### config.mk
export PLATFORM = sky130hd
export DESIGN_NAME = link_frame_sequencer_flat
export DESIGN_NICKNAME = d
export VERILOG_FILES = /design/src/rtl/link_frame_if.sv /design/src/rtl/link_frame_sequencer.sv /design/src/flat_wrapper.sv
export SDC_FILE = /design/constraint.sdc
export NUM_CORES = 1
export LEC_CHECK = 0
export CAP_MARGIN = 20
export CORE_ASPECT_RATIO = 0.75
export CORE_MARGIN = 3
export CORE_UTILIZATION = 50
export DETAILED_ROUTE_END_ITERATION = 10
export PLACE_DENSITY = 0.8
export SLEW_MARGIN = 20
export SYNTH_ARGS = -nofsm -noshare
export SYNTH_HDL_FRONTEND = slang
export SYNTH_SLANG_ARGS = --single-unit
### constraint.sdc
create_clock -name clk -period 13.38 [get_ports clk]
set_input_delay 2.676 -clock clk [delete_from_list [all_inputs] [get_ports clk]]
set_output_delay 2.676 -clock clk [all_outputs]
set_load 0.005 [all_outputs]
### src/rtl/link_frame_if.sv
// Signal bundle between the frame sequencer (master) and the link datapath (slave).
interface link_frame_if;
    logic        start;
    logic [15:0] src_data;
    logic [15:0] frame_src;
    logic        inter_en;
    logic        inter_eno;
    logic [27:0] inter_data;
    logic        sym_valid;
    logic [1:0]  sym_out;
    logic [1:0]  rx_sym;
    logic        deinter_en;
    logic [27:0] deinter_data;
    logic        deinter_eno;
    logic [15:0] dec_data;
    logic        busy;
    logic        done;
    logic [4:0]  bit_errs;
    logic [15:0] frame_cnt;
    logic [15:0] err_frame_cnt;
    logic        timeout;

    modport master (
        input  start, src_data, inter_eno, inter_data, rx_sym, deinter_eno, dec_data,
        output frame_src, inter_en, sym_valid, sym_out, deinter_en, deinter_data,
               busy, done, bit_errs, frame_cnt, err_frame_cnt, timeout
    );

    modport slave (
        output start, src_data, inter_eno, inter_data, rx_sym, deinter_eno, dec_data,
        input  frame_src, inter_en, sym_valid, sym_out, deinter_en, deinter_data,
               busy, done, bit_errs, frame_cnt, err_frame_cnt, timeout
    );
endinterface

### src/rtl/link_frame_sequencer.sv
// Frame controller: interleave, serialize to QPSK symbols, capture the channel
// output, deinterleave and score the decoded word against the source.
module link_frame_sequencer #(
    parameter int CHAN_LAT = 3,
    parameter int TIMEOUT  = 64
) (
    input  logic         clk,
    input  logic         rst,
    link_frame_if.master bus
);
    localparam int TMR_W = $clog2(TIMEOUT + 1);
    localparam int LAT_W = $clog2(CHAN_LAT + 1) + 1;

    typedef enum logic [2:0] {IDLE, INTER, TX, DRAIN, DEINT, CHECK} state_t;

    state_t           state_q;
    logic [15:0]      frame_src_q;
    logic             inter_en_q;
    logic             sym_valid_q;
    logic [1:0]       sym_out_q;
    logic [25:0]      tx_sh_q;
    logic [3:0]       tx_idx_q;
    logic             deinter_en_q;
    logic [27:0]      deinter_data_q;
    logic             busy_q;
    logic             done_q;
    logic             timeout_q;
    logic [4:0]       bit_errs_q;
    logic [15:0]      frame_cnt_q;
    logic [15:0]      err_frame_cnt_q;
    logic [TMR_W-1:0] tmr_q;
    logic             rx_act_q;
    logic             rx_done_q;
    logic [LAT_W-1:0] rx_wait_q;
    logic [3:0]       rx_idx_q;

    logic [4:0]       bit_errs_d;
    logic [15:0]      frame_cnt_d;
    logic [15:0]      err_frame_cnt_d;
    logic             tmr_expired;

    assign tmr_expired = (tmr_q == TMR_W'(TIMEOUT - 1));

    always_comb begin
        bit_errs_d = '0;
        for (int i = 0; i < 16; i++) begin
            bit_errs_d = bit_errs_d + 5'(frame_src_q[i] ^ bus.dec_data[i]);
        end
        frame_cnt_d     = (frame_cnt_q == 16'hFFFF) ? frame_cnt_q : frame_cnt_q + 16'd1;
        err_frame_cnt_d = err_frame_cnt_q;
        if ((bit_errs_d != 5'd0) && (err_frame_cnt_q != 16'hFFFF)) begin
            err_frame_cnt_d = err_frame_cnt_q + 16'd1;
        end
    end

    always_ff @(posedge clk or negedge rst) begin
        if (!rst) begin
            state_q         <= IDLE;
            frame_src_q     <= '0;
            inter_en_q      <= 1'b0;
            sym_valid_q     <= 1'b0;
            sym_out_q       <= '0;
            tx_sh_q         <= '0;
            tx_idx_q        <= '0;
            deinter_en_q    <= 1'b0;
            deinter_data_q  <= '0;
            busy_q          <= 1'b0;
            done_q          <= 1'b0;
            timeout_q       <= 1'b0;
            bit_errs_q      <= '0;
            frame_cnt_q     <= '0;
            err_frame_cnt_q <= '0;
            tmr_q           <= '0;
            rx_act_q        <= 1'b0;
            rx_done_q       <= 1'b0;
            rx_wait_q       <= '0;
            rx_idx_q        <= '0;
        end else begin
            done_q <= 1'b0;

            // Receive capture trails the transmitter by CHAN_LAT+1 edges, independent of state.
            if (rx_act_q) begin
                if (rx_wait_q != LAT_W'(CHAN_LAT)) begin
                    rx_wait_q <= rx_wait_q + LAT_W'(1);
                end else begin
                    deinter_data_q[{rx_idx_q, 1'b0} +: 2] <= bus.rx_sym;
                    if (rx_idx_q == 4'd13) begin
                        rx_act_q  <= 1'b0;
                        rx_done_q <= 1'b1;
                    end else begin
                        rx_idx_q <= rx_idx_q + 4'd1;
                    end
                end
            end

            case (state_q)
                IDLE: begin
                    // busy lingers for the single IDLE cycle that follows CHECK
                    busy_q <= bus.start;
                    if (bus.start) begin
                        frame_src_q <= bus.src_data;
                        timeout_q   <= 1'b0;
                        inter_en_q  <= 1'b1;
                        tmr_q       <= '0;
                        state_q     <= INTER;
                    end
                end
                INTER: begin
                    if (bus.inter_eno) begin
                        inter_en_q  <= 1'b0;
                        sym_valid_q <= 1'b1;
                        sym_out_q   <= bus.inter_data[1:0];
                        tx_sh_q     <= bus.inter_data[27:2];
                        tx_idx_q    <= '0;
                        rx_act_q    <= 1'b1;
                        rx_done_q   <= 1'b0;
                        rx_wait_q   <= '0;
                        rx_idx_q    <= '0;
                        state_q     <= TX;
                    end else if (tmr_expired) begin
                        inter_en_q <= 1'b0;
                        timeout_q  <= 1'b1;
                        busy_q     <= 1'b0;
                        state_q    <= IDLE;
                    end else begin
                        tmr_q <= tmr_q + TMR_W'(1);
                    end
                end
                TX: begin
                    if (tx_idx_q == 4'd13) begin
                        sym_valid_q <= 1'b0;
                        state_q     <= DRAIN;
                    end else begin
                        sym_out_q <= tx_sh_q[1:0];
                        tx_sh_q   <= tx_sh_q >> 2;
                        tx_idx_q  <= tx_idx_q + 4'd1;
                    end
                end
                DRAIN: begin
                    if (rx_done_q) begin
                        deinter_en_q <= 1'b1;
                        tmr_q        <= '0;
                        state_q      <= DEINT;
                    end
                end
                DEINT: begin
                    if (bus.deinter_eno) begin
                        deinter_en_q <= 1'b0;
                        state_q      <= CHECK;
                    end else if (tmr_expired) begin
                        deinter_en_q <= 1'b0;
                        timeout_q    <= 1'b1;
                        busy_q       <= 1'b0;
                        state_q      <= IDLE;
                    end else begin
                        tmr_q <= tmr_q + TMR_W'(1);
                    end
                end
                CHECK: begin
                    bit_errs_q      <= bit_errs_d;
                    frame_cnt_q     <= frame_cnt_d;
                    err_frame_cnt_q <= err_frame_cnt_d;
                    done_q          <= 1'b1;
                    state_q         <= IDLE;
                end
                default: state_q <= IDLE;
            endcase
        end
    end

    assign bus.frame_src     = frame_src_q;
    assign bus.inter_en      = inter_en_q;
    assign bus.sym_valid     = sym_valid_q;
    assign bus.sym_out       = sym_out_q;
    assign bus.deinter_en    = deinter_en_q;
    assign bus.deinter_data  = deinter_data_q;
    assign bus.busy          = busy_q;
    assign bus.done          = done_q;
    assign bus.bit_errs      = bit_errs_q;
    assign bus.frame_cnt     = frame_cnt_q;
    assign bus.err_frame_cnt = err_frame_cnt_q;
    assign bus.timeout       = timeout_q;
endmodule

### src/flat_wrapper.sv
// flat-port wrapper written by rule: the top's interface ports become plain ports
module link_frame_sequencer_flat 
#(
    parameter int CHAN_LAT = 3,
    parameter int TIMEOUT  = 64
)
  (clk, rst, bus_start, bus_src_data, bus_inter_eno, bus_inter_data, bus_rx_sym, bus_deinter_eno, bus_dec_data, bus_frame_src, bus_inter_en, bus_sym_valid, bus_sym_out, bus_deinter_en, bus_deinter_data, bus_busy, bus_done, bus_bit_errs, bus_frame_cnt, bus_err_frame_cnt, bus_timeout);
  link_frame_if bus_i ();
  input  logic clk;
  input  logic rst;
  input wire logic [$bits(bus_i.start)-1:0] bus_start;
  input wire logic [$bits(bus_i.src_data)-1:0] bus_src_data;
  input wire logic [$bits(bus_i.inter_eno)-1:0] bus_inter_eno;
  input wire logic [$bits(bus_i.inter_data)-1:0] bus_inter_data;
  input wire logic [$bits(bus_i.rx_sym)-1:0] bus_rx_sym;
  input wire logic [$bits(bus_i.deinter_eno)-1:0] bus_deinter_eno;
  input wire logic [$bits(bus_i.dec_data)-1:0] bus_dec_data;
  output wire logic [$bits(bus_i.frame_src)-1:0] bus_frame_src;
  output wire logic [$bits(bus_i.inter_en)-1:0] bus_inter_en;
  output wire logic [$bits(bus_i.sym_valid)-1:0] bus_sym_valid;
  output wire logic [$bits(bus_i.sym_out)-1:0] bus_sym_out;
  output wire logic [$bits(bus_i.deinter_en)-1:0] bus_deinter_en;
  output wire logic [$bits(bus_i.deinter_data)-1:0] bus_deinter_data;
  output wire logic [$bits(bus_i.busy)-1:0] bus_busy;
  output wire logic [$bits(bus_i.done)-1:0] bus_done;
  output wire logic [$bits(bus_i.bit_errs)-1:0] bus_bit_errs;
  output wire logic [$bits(bus_i.frame_cnt)-1:0] bus_frame_cnt;
  output wire logic [$bits(bus_i.err_frame_cnt)-1:0] bus_err_frame_cnt;
  output wire logic [$bits(bus_i.timeout)-1:0] bus_timeout;
  assign bus_i.start = bus_start;
  assign bus_i.src_data = bus_src_data;
  assign bus_i.inter_eno = bus_inter_eno;
  assign bus_i.inter_data = bus_inter_data;
  assign bus_i.rx_sym = bus_rx_sym;
  assign bus_i.deinter_eno = bus_deinter_eno;
  assign bus_i.dec_data = bus_dec_data;
  assign bus_frame_src = bus_i.frame_src;
  assign bus_inter_en = bus_i.inter_en;
  assign bus_sym_valid = bus_i.sym_valid;
  assign bus_sym_out = bus_i.sym_out;
  assign bus_deinter_en = bus_i.deinter_en;
  assign bus_deinter_data = bus_i.deinter_data;
  assign bus_busy = bus_i.busy;
  assign bus_done = bus_i.done;
  assign bus_bit_errs = bus_i.bit_errs;
  assign bus_frame_cnt = bus_i.frame_cnt;
  assign bus_err_frame_cnt = bus_i.err_frame_cnt;
  assign bus_timeout = bus_i.timeout;
  link_frame_sequencer #(.CHAN_LAT(CHAN_LAT), .TIMEOUT(TIMEOUT)) u_core (.clk(clk), .rst(rst), .bus(bus_i));
endmodule
; ---- Yosys cells after proc, flatten, opt, wreduce, memory -nomap -nowiden
; Cells that the tools add are included.
; W data, S select, Z words.
[op_classes]
bitwise = 18
mux = 62
addsub = 22
reduce_logical = 20
shifts = 2
eq_ne = 20
[op_table]
columns = op, count
row1 = $add A5 B5 Y5, 15
row2 = $mux W26, 2
row3 = $pmux W26 S2, 1
row4 = $mux W7, 5
row5 = $add A16 B1 Y16 const B, 2
row6 = $mux W3, 10
row7 = $bwmux W28, 1
row8 = $mux W4, 7
row9 = $pmux W7 S4, 1
row10 = $shift A2 B7 Y28 const A, 1
row11 = $shiftx A2 B7 Y28, 1
row12 = $mux W1, 25
row13 = $reduce_and A3 Y1, 6
row14 = $eq A16 B16 Y1 const B, 1
row15 = $ne A16 B16 Y1 const B, 1
row16 = $xor A1 B1 Y1, 16
row17 = $pmux W3 S5, 1
row18 = $ne A2 B2 Y1 const B, 5
row19 = $ne A3 B2 Y1 const B, 3
row20 = $add A4 B1 Y4 const B, 2
row21 = $eq A4 B4 Y1 const B, 2
row22 = $pmux W4 S2, 1
row23 = $reduce_and A2 Y1, 4
row24 = $add A7 B1 Y7 const B, 1
row25 = other kinds (20), 30
[totals]
regBits = 138
elab_cells = 164

; ---- Depth between registers and ports, before layout
; Gate-level depths: netlist of the first run.
[depth]
word_depth = 19
depth_mapped = 17
ltp_nobuf = 16

; ---- Least setup slack after synthesis of the first run
; Ideal clock, no wire load.
[synth_path]
path_type = input port to flip-flop
startpoint = input port bus_dec_data[0]
endpoint = register u_core.err_frame_cnt_q[1] (netlist: u_core.bus.err_frame_cnt[1])
slack_ns = 6.647
t_required_ns = 13.255
arrival_ns = 6.608
setup_time_ns = 0.125
cell_stages = 16
cell_sequence = xnor2_1 fa_1 inv_1 fa_1 fa_1 inv_1 fa_1 inv_1 ha_1 inv_1 fa_1 nor3b_1 o2111ai_1 nand3_1 buf_2 mux2_2
[synth_between]
elab_chain_len = 19
[synth_lines]
columns = element, line
row1 = from (decl), flat_wrapper.sv:17  ; input wire logic [$bits(bus_i.dec_data)-1:0] bus_dec_data;
row2 = $xor A1 B1 Y1, link_frame_sequencer.sv:47  ; bit_errs_d = bit_errs_d + 5'(frame_src_q[i] ^ bus.dec_data[i]);
row3 = $add A5 B5 Y5 (15 in a row), link_frame_sequencer.sv:47
row4 = $reduce_bool A5 Y1, link_frame_sequencer.sv:51  ; if ((bit_errs_d != 5'd0) && (err_frame_cnt_q != 16'hFFFF)) begin
row5 = $logic_and A1 B1 Y1, link_frame_sequencer.sv:51
row6 = $reduce_and A2 Y1 (no line), -
row7 = to (signal assigned), link_frame_sequencer.sv:162  ; err_frame_cnt_q <= err_frame_cnt_d;
row8 = to (decl), link_frame_sequencer.sv:30  ; logic [15:0] err_frame_cnt_q;
; Every way passes these cells.
; A chain may end at the register's enable or synchronous reset.

; ---- Worst setup path after layout of the first run
[layout_path]
startpoint = input port bus_dec_data[0]
endpoint = register u_core.err_frame_cnt_q[8] (netlist: u_core.bus.err_frame_cnt[8])
; Same word-level chain as after synthesis.

==> impl.org, run 1 <==
** Outcome
- The flow ran to the end, and the final reports show no timing, DRC or antenna violations.

** STA
- Final cycle utilization of the critical path :: 54.9%
- Max frequency :: 136 MHz
- Headroom to the max-slew limit came out at 32.5%.
- Setup violations remaining at the end of the flow were counted as 0.
- Number of hold violations in the final report :: 0
- For the pin with the worst max-slew slack, the measured transition is 1.01 ns.
- Unrepaired setup endpoints after global routing :: no
- The routed design could run at a clock period as short as 7.34 ns.
- The final max-slew violation count came to 0.
- Fin Clk Skew :: 0.00772 ns
- Hold WS :: 0.483 ns
- Summed over all failing endpoints, the final setup total negative slack is 0 ns.

** Clocking
- Number of CTS-inserted buffers :: 17
- In this run the clock root is driven by a sky130_fd_sc_hd__clkbuf_16.
- The number of hold buffers added after CTS was 0.
- TritonCTS built the clock tree.
- Clock-pin slew was measured on the worst setup and hold paths at 0.06 ns.
- Number of resized instances in the post-cts repair step :: 0
- Count of buffers added by post-CTS timing repair for setup :: 0
- Insertion delay of the later-clocked pin in the worst-skew pair :: 0.42 ns
- Max Buffers Root-to-Sink :: 2
- The clock drives 138 sinks.
- The H-tree was split into 4 levels.

** Yosys
- Proportion of netlist area held by the largest area contributor :: 50.1%
- Summed over all instances, the cell type with the most area after synthesis is sky130_fd_sc_hd__dfrtp_1.
- Summing the areas of all compound-gate instances in the mapped netlist gives 7.49% of the synthesized area.
- Count of flip-flops with a built-in enable after synthesis :: 0
- Summing the areas of all fa, ha and maj instances in the mapped netlist gives 5.81% of the synthesized area.
- Synthesized flop and latch total :: 138
- Multiplexer cells account for 11.6% of the synthesized area.
- Synth Warn # :: 0
- Post-synthesis simple-gate area fraction :: 15.2%
- Summed instance area of the synthesized netlist :: 6890 um2
- Among all flip-flop cells after synthesis, the most frequent one is sky130_fd_sc_hd__dfrtp_1.
- Share of flip-flops with an asynchronous set or reset after synthesis :: 100%
- Nets in the synthesized netlist :: 729
- Library cells used by synthesis :: 53
- Dominant combinational cell family by area after synthesis :: simple AND/OR/NAND/NOR gates
- Largest cells by area after synthesis :: sky130_fd_sc_hd__dfrtp_1 (50%), sky130_fd_sc_hd__mux2_2 (6.9%), sky130_fd_sc_hd__xor2_1 (4.2%)
- Of the synthesized area, sequential elements account for 50.1%.
- After Yosys synthesis, XOR and XNOR cells account for 6.74% of the synthesized area.
- Avg Inst Size Synth :: 10.8 um2
- Cells after Synth :: 636

** Detailed routing
- Average vias per placed instance :: 5.39
- The first detailed-routing pass took 5 iterations.
- After detailed routing, the number of remaining DRC violations is 0.
- The routed layout has 5230 vias.
- Summed over all layers, the routed wires come to 15800 um.
- In this run, the number of DRC markers left after iteration 0 of detailed routing was 209.
- Per-cell routed wire length :: 16.3 um
- Number of nets with antenna violations after detailed routing :: 0

** Placement
- Detailed placement finished with a half-perimeter wire length of 11300 um.
- Placed insts :: 942
- Input and output buffers added on the ports amount to 155.
- The congestion estimate from routability-driven global placement came to 0.855.

** Critical path
- The worst setup path is captured at a flop.
- Worst reg2reg startpoint :: u_core.bus.frame_src[0]
- R2r setup slk :: 8.30 ns
- Measured in cells, the most critical reg-to-reg path has a length of 16.
- The worst setup path is launched from an input port.
- Setup Crit Path Kind :: in2reg
- The worst register-to-register path ends at u_core.bus.err_frame_cnt[8].
- STA puts the critical path data arrival time at 7.64 ns.
- Required time at the endpoint of the critical path :: 13.68 ns
- CP Max Fanout :: 12

** Floorplan
- Area of the die :: 15200 um2
- Number of rows in the core area :: 36
- Horizontal extent of the die :: 142 um
- Once the floorplan was initialized, standard cells occupied 52.0% of the core.
- Vertical extent of the die :: 108 um
- 156 I/O pins were placed.
- Core region area :: 13200 um2

** Pwr
- In this run, flip-flops and latches consume 26.8% of the power.
- The worst-case IR drop observed on VDD is 0.310 mV.
- Part of the power in combinational logic :: 55.1%
- Total power for the finished layout comes to 2.50 mW.
- Switching share of power :: 40.6%
- Net switching component of the power :: 1.02 mW
- Int Pwr :: 1.49 mW
- The analysis attributes to cell leakage a power of 4.06 nW.
- Dividing total power by cell area gives a power density of 274 nW/um2.
- The share of total power dissipated in the clock network is 18.1%.

** Finish
- The number of antenna diodes in the final layout is 0.
- The post-route netlist has 10.0% of its cells at a drive strength greater than 1.
- Area added between synthesis and finish :: 32.8%
- The final layout contains 883 nets.
- Number of non-filler instances in the completed layout :: 970
- Counting the fill cells in the layout gives 989.

** Hold path
- The worst hold path was traced through 2 stages.
- For hold timing, the worst endpoint is u_core.tx_sh_q[5].
- The path class of the tightest hold or removal check is reg2reg.
- Hold wc startpoint :: u_core.tx_sh_q[5]

** Global route
- Pin count of the biggest net entering global routing :: 71
- The first global-routing pass estimated 26300 um of wire.
- The number of antenna violations at the first check in global routing came to 0.
- Total GRT Usage :: 21.5%
- Via count of the first global-routing pass :: 5389
- The total overflow left after global routing is 0.

** Flow run
- Number of max-cap violations :: 0
critical path: stages:
cell and delay, ns:
sky130_fd_sc_hd__clkdlybuf4s50_1 0.41, sky130_fd_sc_hd__xnor2_1 0.15, sky130_fd_sc_hd__fa_1 0.54, sky130_fd_sc_hd__inv_1 0.06
sky130_fd_sc_hd__fa_1 0.53, sky130_fd_sc_hd__fa_1 0.57, sky130_fd_sc_hd__inv_1 0.08, sky130_fd_sc_hd__fa_1 0.55
sky130_fd_sc_hd__inv_1 0.05, sky130_fd_sc_hd__ha_1 0.22, sky130_fd_sc_hd__inv_1 0.09, sky130_fd_sc_hd__fa_1 0.43
sky130_fd_sc_hd__nor3b_1 0.16, sky130_fd_sc_hd__o2111ai_1 0.11, sky130_fd_sc_hd__nand3_1 0.40, sky130_fd_sc_hd__or3_1 0.49
sky130_fd_sc_hd__xnor2_1 0.13
synth_stat cells, types with 2 or more instances:
cell,number
sky130_fd_sc_hd__nor3b_1,2
sky130_fd_sc_hd__and2_1,3
sky130_fd_sc_hd__fa_1,10
sky130_fd_sc_hd__o21ai_0,18
sky130_fd_sc_hd__a41oi_1,2
sky130_fd_sc_hd__nand2b_1,5
sky130_fd_sc_hd__inv_1,25
sky130_fd_sc_hd__nand2_1,64
sky130_fd_sc_hd__inv_2,2
sky130_fd_sc_hd__ha_1,16
sky130_fd_sc_hd__o21a_1,4
sky130_fd_sc_hd__nor2b_1,6
sky130_fd_sc_hd__a22oi_1,2
sky130_fd_sc_hd__nor4_1,6
sky130_fd_sc_hd__clkbuf_1,5
sky130_fd_sc_hd__nor2_1,36
sky130_fd_sc_hd__o21ai_1,33
sky130_fd_sc_hd__xor2_1,33
sky130_fd_sc_hd__and4_1,5
sky130_fd_sc_hd__mux2_2,42
sky130_fd_sc_hd__nand4_1,13
sky130_fd_sc_hd__a211oi_1,2
sky130_fd_sc_hd__nor3_1,6
sky130_fd_sc_hd__nor3_2,3
sky130_fd_sc_hd__or3_1,3
sky130_fd_sc_hd__nand3_1,29
sky130_fd_sc_hd__xnor2_1,20
sky130_fd_sc_hd__nand3b_1,2
sky130_fd_sc_hd__mux2i_1,27
sky130_fd_sc_hd__buf_2,17
sky130_fd_sc_hd__a21oi_1,16
sky130_fd_sc_hd__mux2_1,5
sky130_fd_sc_hd__dfrtp_1,138
sky130_fd_sc_hd__and3_1,17
cell type report:
class | instances | area [um2] | area share (%)
Timing Repair Buffer | 157 | 1570 | 17.1
Inverter | 28 | 106 | 1.16
Sequential cell | 138 | 3450 | 37.8
Tap cell | 171 | 214 | 2.34
Multi-Input combinational cell | 448 | 3230 | 35.4
Clock inverter | 2 | 60.1 | 0.657
Clock buffer | 26 | 509 | 5.57
power groups by stage:
stage               Clock (mW)  Combinational [mW]  Sequential (mW)
finish                   0.453                1.38            0.671
global route             0.484                1.58            0.688
CTS                      0.463                1.40            0.670
detailed placement           0                1.34            0.675
global placement             0                1.29            0.665
floorplan                    0               0.955            0.639
worst max path at each step:
stage	endpoint	slack [ns]	from	depth (start not counted)
floorplan	u_core.bus.err_frame_cnt[1]	6.65	bus_dec_data[0]	16
global placement	u_core.bus.err_frame_cnt[8]	5.73	bus_dec_data[0]	17
detailed placement	u_core.bus.err_frame_cnt[8]	5.67	bus_dec_data[0]	17
CTS	u_core.bus.err_frame_cnt[8]	6.01	bus_dec_data[0]	17
global route	u_core.bus.err_frame_cnt[15]	5.77	bus_dec_data[0]	17
finish	u_core.bus.err_frame_cnt[8]	6.04	bus_dec_data[0]	17
layout by cell type (no fill, tap or decap), drive strengths merged, types with 20 or more instances in the layout:
master	instances
o21ai	51
inv	27
clkbuf	26
mux2	47
dfrtp	138
clkdlybuf4s50	154
xnor2	20
nand3	30
xor2	33
nor2	37
mux2i	27
nand2	64
state kept, by name, summed over array words and instances, names as in the netlist, 2 cells and up:
name,count
u_core.tx_idx_q,4
u_core.state_q,3
u_core.bus.sym_out,2
u_core.bus.deinter_data,28
u_core.bus.bit_errs,5
u_core.tmr_q,7
u_core.bus.frame_src,16
u_core.rx_idx_q,4
u_core.bus.err_frame_cnt,16
u_core.tx_sh_q,26
u_core.bus.frame_cnt,16
u_core.rx_wait_q,3
stage by stage:
stage | setup WS (ns) | util (%) | area [um2]
2_1_floorplan | 6.65 | - | 6890
3_3_place_gp | 5.73 | 64.7 | 8570
3_5_place_dp | 5.67 | 64.7 | 8570
4_1_cts | 6.01 | 69.0 | 9140
5_1_grt | 5.77 | 69.0 | 9140
6_report | 6.04 | 69.0 | 9140
kinds of logic after synthesis:
| group | after synthesis |
|---|---|
| AO/OA/AOI/OAI | 89 |
| XOR/XNOR | 53 |
| adder cells (fa/ha/maj) | 26 |
| buffers and inverters | 50 |
| flip-flops | 138 |
| multiplexers | 74 |
| AND/OR/NAND/NOR | 206 |
routing by layer:
layer	routed length, um	vias up	track usage, %
li1	-	2516	-
met2	7530	164	35.4
met3	1060	30	6.75
met1	6920	2520	27.6
met5	0	-	0
met4	273	0	5.96
(Power assumes the default switching activity.)
==> inputs of run 2 (changes only) <==
--- a/config.mk
+++ b/config.mk
@@ -8,9 +8,9 @@
 export CAP_MARGIN = 20
 export CORE_ASPECT_RATIO = 0.75
 export CORE_MARGIN = 3
-export CORE_UTILIZATION = 50
+export CORE_UTILIZATION = 46
 export DETAILED_ROUTE_END_ITERATION = 10
-export PLACE_DENSITY = 0.8
+export PLACE_DENSITY = 0.77
 export SLEW_MARGIN = 20
 export SYNTH_ARGS = -nofsm -noshare
 export SYNTH_HDL_FRONTEND = slang
==> constraint.sdc (replaced) <==
create_clock -name clk -period 5.9 [get_ports clk]
set_input_delay 1.18 -clock clk [delete_from_list [all_inputs] [get_ports clk]]
set_output_delay 1.18 -clock clk [all_outputs]
set_load 0.005 [all_outputs]
==> run 2 against run 1 <==
Routed wire length rose by 2.5%. Cell count rose by 3.5%. Highest routed layer unchanged. Largest power group unchanged. Global-route usage fell by 1.1 points.
==> impl.org, run 2 (same netlist as run 1, synthesis figures left out) <==
** Outcome
- The run finished with clean final reports.

** Finish
- Area added between synthesis and finish :: 33.9%
- Share of post-route cells with drive strength above 1 :: 10.9%
- Most common cell after layout, fill and taps aside :: sky130_fd_sc_hd__clkdlybuf4s50_1
- Post-layout nets :: 884
- Antenna cells :: 0
- Utilization after layout :: 63.4%
- Number of non-filler instances in the completed layout :: 1004
- Leaving out fill and tap cells, the most frequent cells in the layout are sky130_fd_sc_hd__clkdlybuf4s50_1 (154), sky130_fd_sc_hd__dfrtp_1 (138), sky130_fd_sc_hd__nand2_1 (64), sky130_fd_sc_hd__mux2_2 (42), sky130_fd_sc_hd__nor2_1 (36).
- The register with the most flip-flops in the layout has 28 of them.

** Detailed routing
- After detailed routing, the number of remaining DRC violations is 0.
- Per-cell routed wire length :: 16.1 um
- Detailed-router iteration count before antenna repair :: 5
- Number of nets with antenna violations after detailed routing :: 0
- Via total after detailed routing :: 5317
- Dividing the detail-routed via count by the number of cells gives 5.30.
- Starting DRC count in detailed routing :: 301
- Aggregate routed wire length :: 16200 um

** Global route
- For this run, the total global-route usage over all layers was measured as 20.3%.
- Initial antenna violation count :: 0
- Global-route wire length before repair :: 27000 um
- Overflow after GRT :: 0
- Entering global routing, the biggest net connects 106 pins.
- Via count of the first global-routing pass :: 5285

** Pwr
- Int Pwr :: 3.40 mW
- Net switching component of the power :: 2.39 mW
- In this run switching power makes up 41.3% of total power.
- Pwr Density :: 628 nW/um2
- Part of the power in combinational logic :: 55.1%
- Peak ir drop on the vdd network :: 0.520 mV
- Static Leak :: 4.07 nW
- Sequential cells account for 26.2% of the total power.
- The clock network is responsible for 18.7% of the overall power.

** STA
- Dividing the final minimum period by the clock period gives 95.4%.
- Setup repair after global routing left no endpoint under its margin.
- Setup violations remaining at the end of the flow were counted as 0.
- Max frequency :: 178 MHz
- The routed design could run at a clock period as short as 5.63 ns.
- The number of hold-slack violations in the final timing report came to 0.
- Worst rel slew slack :: 33.1%
- At the pin with the least slew margin, the transition time is 1.00 ns.
- The final max-slew violation count is 0.
- For the final database, setup skew stands at 0.00809 ns.

** Critical path
- In this run the critical register-to-register path is launched from u_core.bus.frame_src[0].
- R2r setup slk :: 1.04 ns
- The worst setup path is launched from an input port.
- The number of cells on the worst reg-to-reg path is 16.
- The worst setup path is of the in2reg kind.
- STA puts the critical path data arrival time at 5.93 ns.
- Of all nets on the critical path, the largest fanout is 8.
- Kind of end point of the critical path :: flop
- For the worst setup path, the data required time is 6.20 ns.
- The endpoint identified for the worst register-to-register timing path is u_core.bus.err_frame_cnt[1].

** Clocking
- The tree built by TritonCTS fans out to 138 sinks.
- For this design, the CTS-stage hold fixing added 0 buffers.
- Count of buffers added by post-CTS timing repair for setup :: 0
- H-tree level count :: 4
- After clock tree synthesis, the clock-pin slew on the worst setup and hold paths is 0.06 ns.
- Root buffer selected by CTS :: sky130_fd_sc_hd__clkbuf_16
- Insertion delay of the later-clocked pin in the worst-skew pair :: 0.42 ns
- TritonCTS built the clock tree.
- Max Buffers Root-to-Sink :: 2
- Number of resized instances in the post-cts repair step :: 0
- TritonCTS created 17 clock buffers.

** Hold path
- The worst hold path passes through 2 cells.
- For hold timing, the worst endpoint is u_core.tx_sh_q[9].
- In this run the most critical hold path is launched from u_core.tx_sh_q[9].
- Hold Path Class :: reg2reg

** Floorplan
- The floorplan step set the die width to 147 um.
- Measured along the y axis, the die boundary spans 112 um.
- 156 I/O pins were placed.
- Initial core utilization :: 47.3%
- Number of rows in the core area :: 38
- Area of the die :: 16500 um2
- Core region area :: 14500 um2

** Placement
- Once placement completed, the tool counted placed cells totaling 972.
- HPWL after detailed placement :: 11800 um
- Port-buffer cells :: 155
- Final weighted congestion of routability-driven global placement :: 0.839

** Flow run
- The tool flagged a number of max-cap violations equal to 0.
## run 2: changes by cell type in the layout (fill, tap and decap cells not counted), sizes merged
cell	delta
buf	+1
bufinv	+1
clkbuf	-6
clkinv	+4
clkinvlp	+5
## run 2: worst max path at each step
| stage | cells past startpoint | to | from |
|---|---|---|---|
| global placement | 17 | u_core.bus.err_frame_cnt[1] | bus_dec_data[0] |
| detailed placement | 18 | u_core.bus.err_frame_cnt[9] | bus_dec_data[0] |
| CTS | 18 | u_core.bus.err_frame_cnt[9] | bus_dec_data[0] |
| global route | 17 | u_core.bus.err_frame_cnt[9] | bus_dec_data[13] |
| floorplan | 16 | u_core.bus.err_frame_cnt[1] | bus_dec_data[0] |
| finish | 17 | u_core.bus.err_frame_cnt[1] | bus_dec_data[0] |
## run 2: per-layer routing
metal / GRT usage [%] / routed length, um / share of wire [%]
met1: 28.0 / 7340 / 45
met2: 31.9 / 7630 / 47
met3: 5.37 / 1010 / 6.2
met4: 6.21 / 199 / 1.2
met5: 0 / 0 / 0
## run 2: critical path, cell delays in order
cell,delay [ns]
sky130_fd_sc_hd__clkdlybuf4s50_1,0.42
sky130_fd_sc_hd__xnor2_1,0.16
sky130_fd_sc_hd__fa_1,0.53
sky130_fd_sc_hd__inv_1,0.06
sky130_fd_sc_hd__fa_1,0.52
sky130_fd_sc_hd__fa_1,0.55
sky130_fd_sc_hd__inv_1,0.06
sky130_fd_sc_hd__fa_1,0.48
sky130_fd_sc_hd__inv_1,0.07
sky130_fd_sc_hd__ha_1,0.16
sky130_fd_sc_hd__inv_1,0.07
sky130_fd_sc_hd__fa_1,0.50
sky130_fd_sc_hd__nor3b_1,0.22
sky130_fd_sc_hd__o2111ai_1,0.20
sky130_fd_sc_hd__nand3_1,0.23
sky130_fd_sc_hd__buf_4,0.19
sky130_fd_sc_hd__mux2_2,0.33
## run 2: through the flow
| stage | hold WS [ns] | area (um2) | power (mW) | TNS [ns] | setup WS [ns] |
|---|---|---|---|---|---|
| after floorplan | 0.455 | 6890 | 3.62 | 0 | 0.663 |
| after global placement | 0.468 | 8620 | 4.39 | 0 | 0.0304 |
| after detailed placement | 0.476 | 8620 | 4.68 | -0.267 | -0.0986 |
| after CTS | 0.488 | 9220 | 5.81 | 0 | 0.313 |
| after global routing | 0.510 | 9220 | 6.26 | 0 | 0.0264 |
| final | 0.484 | 9220 | 5.79 | 0 | 0.272 |
## run 2: area by class of cell
cell class | count | area [um2]
fillers | 1157 | 5330
inverters | 28 | 106
repair buffers | 158 | 1580
clock inverters | 12 | 148
multi-input cells | 448 | 3230
flip-flops and latches | 138 | 3450
well taps | 200 | 250
clock buffers | 20 | 457
## run 2: power by group through the flow
stage | clock [mW] | combinational (mW) | sequential, mW
2_1_floorplan | 0 | 2.17 | 1.45
3_3_place_gp | 0 | 2.89 | 1.51
3_5_place_dp | 0 | 3.16 | 1.52
4_1_cts | 1.10 | 3.19 | 1.51
5_1_grt | 1.15 | 3.54 | 1.56
6_report | 1.08 | 3.19 | 1.51
==> inputs of run 3 (changes only) <==
--- a/config.mk
+++ b/config.mk
@@ -11,6 +11,7 @@
 export CORE_UTILIZATION = 46
 export DETAILED_ROUTE_END_ITERATION = 10
 export PLACE_DENSITY = 0.77
+export SKIP_LAST_GASP = 1
 export SLEW_MARGIN = 20
 export SYNTH_ARGS = -nofsm -noshare
 export SYNTH_HDL_FRONTEND = slang
==> results of run 3 <==
No change in the layout: final DEF, timing and power equal those of run 2.
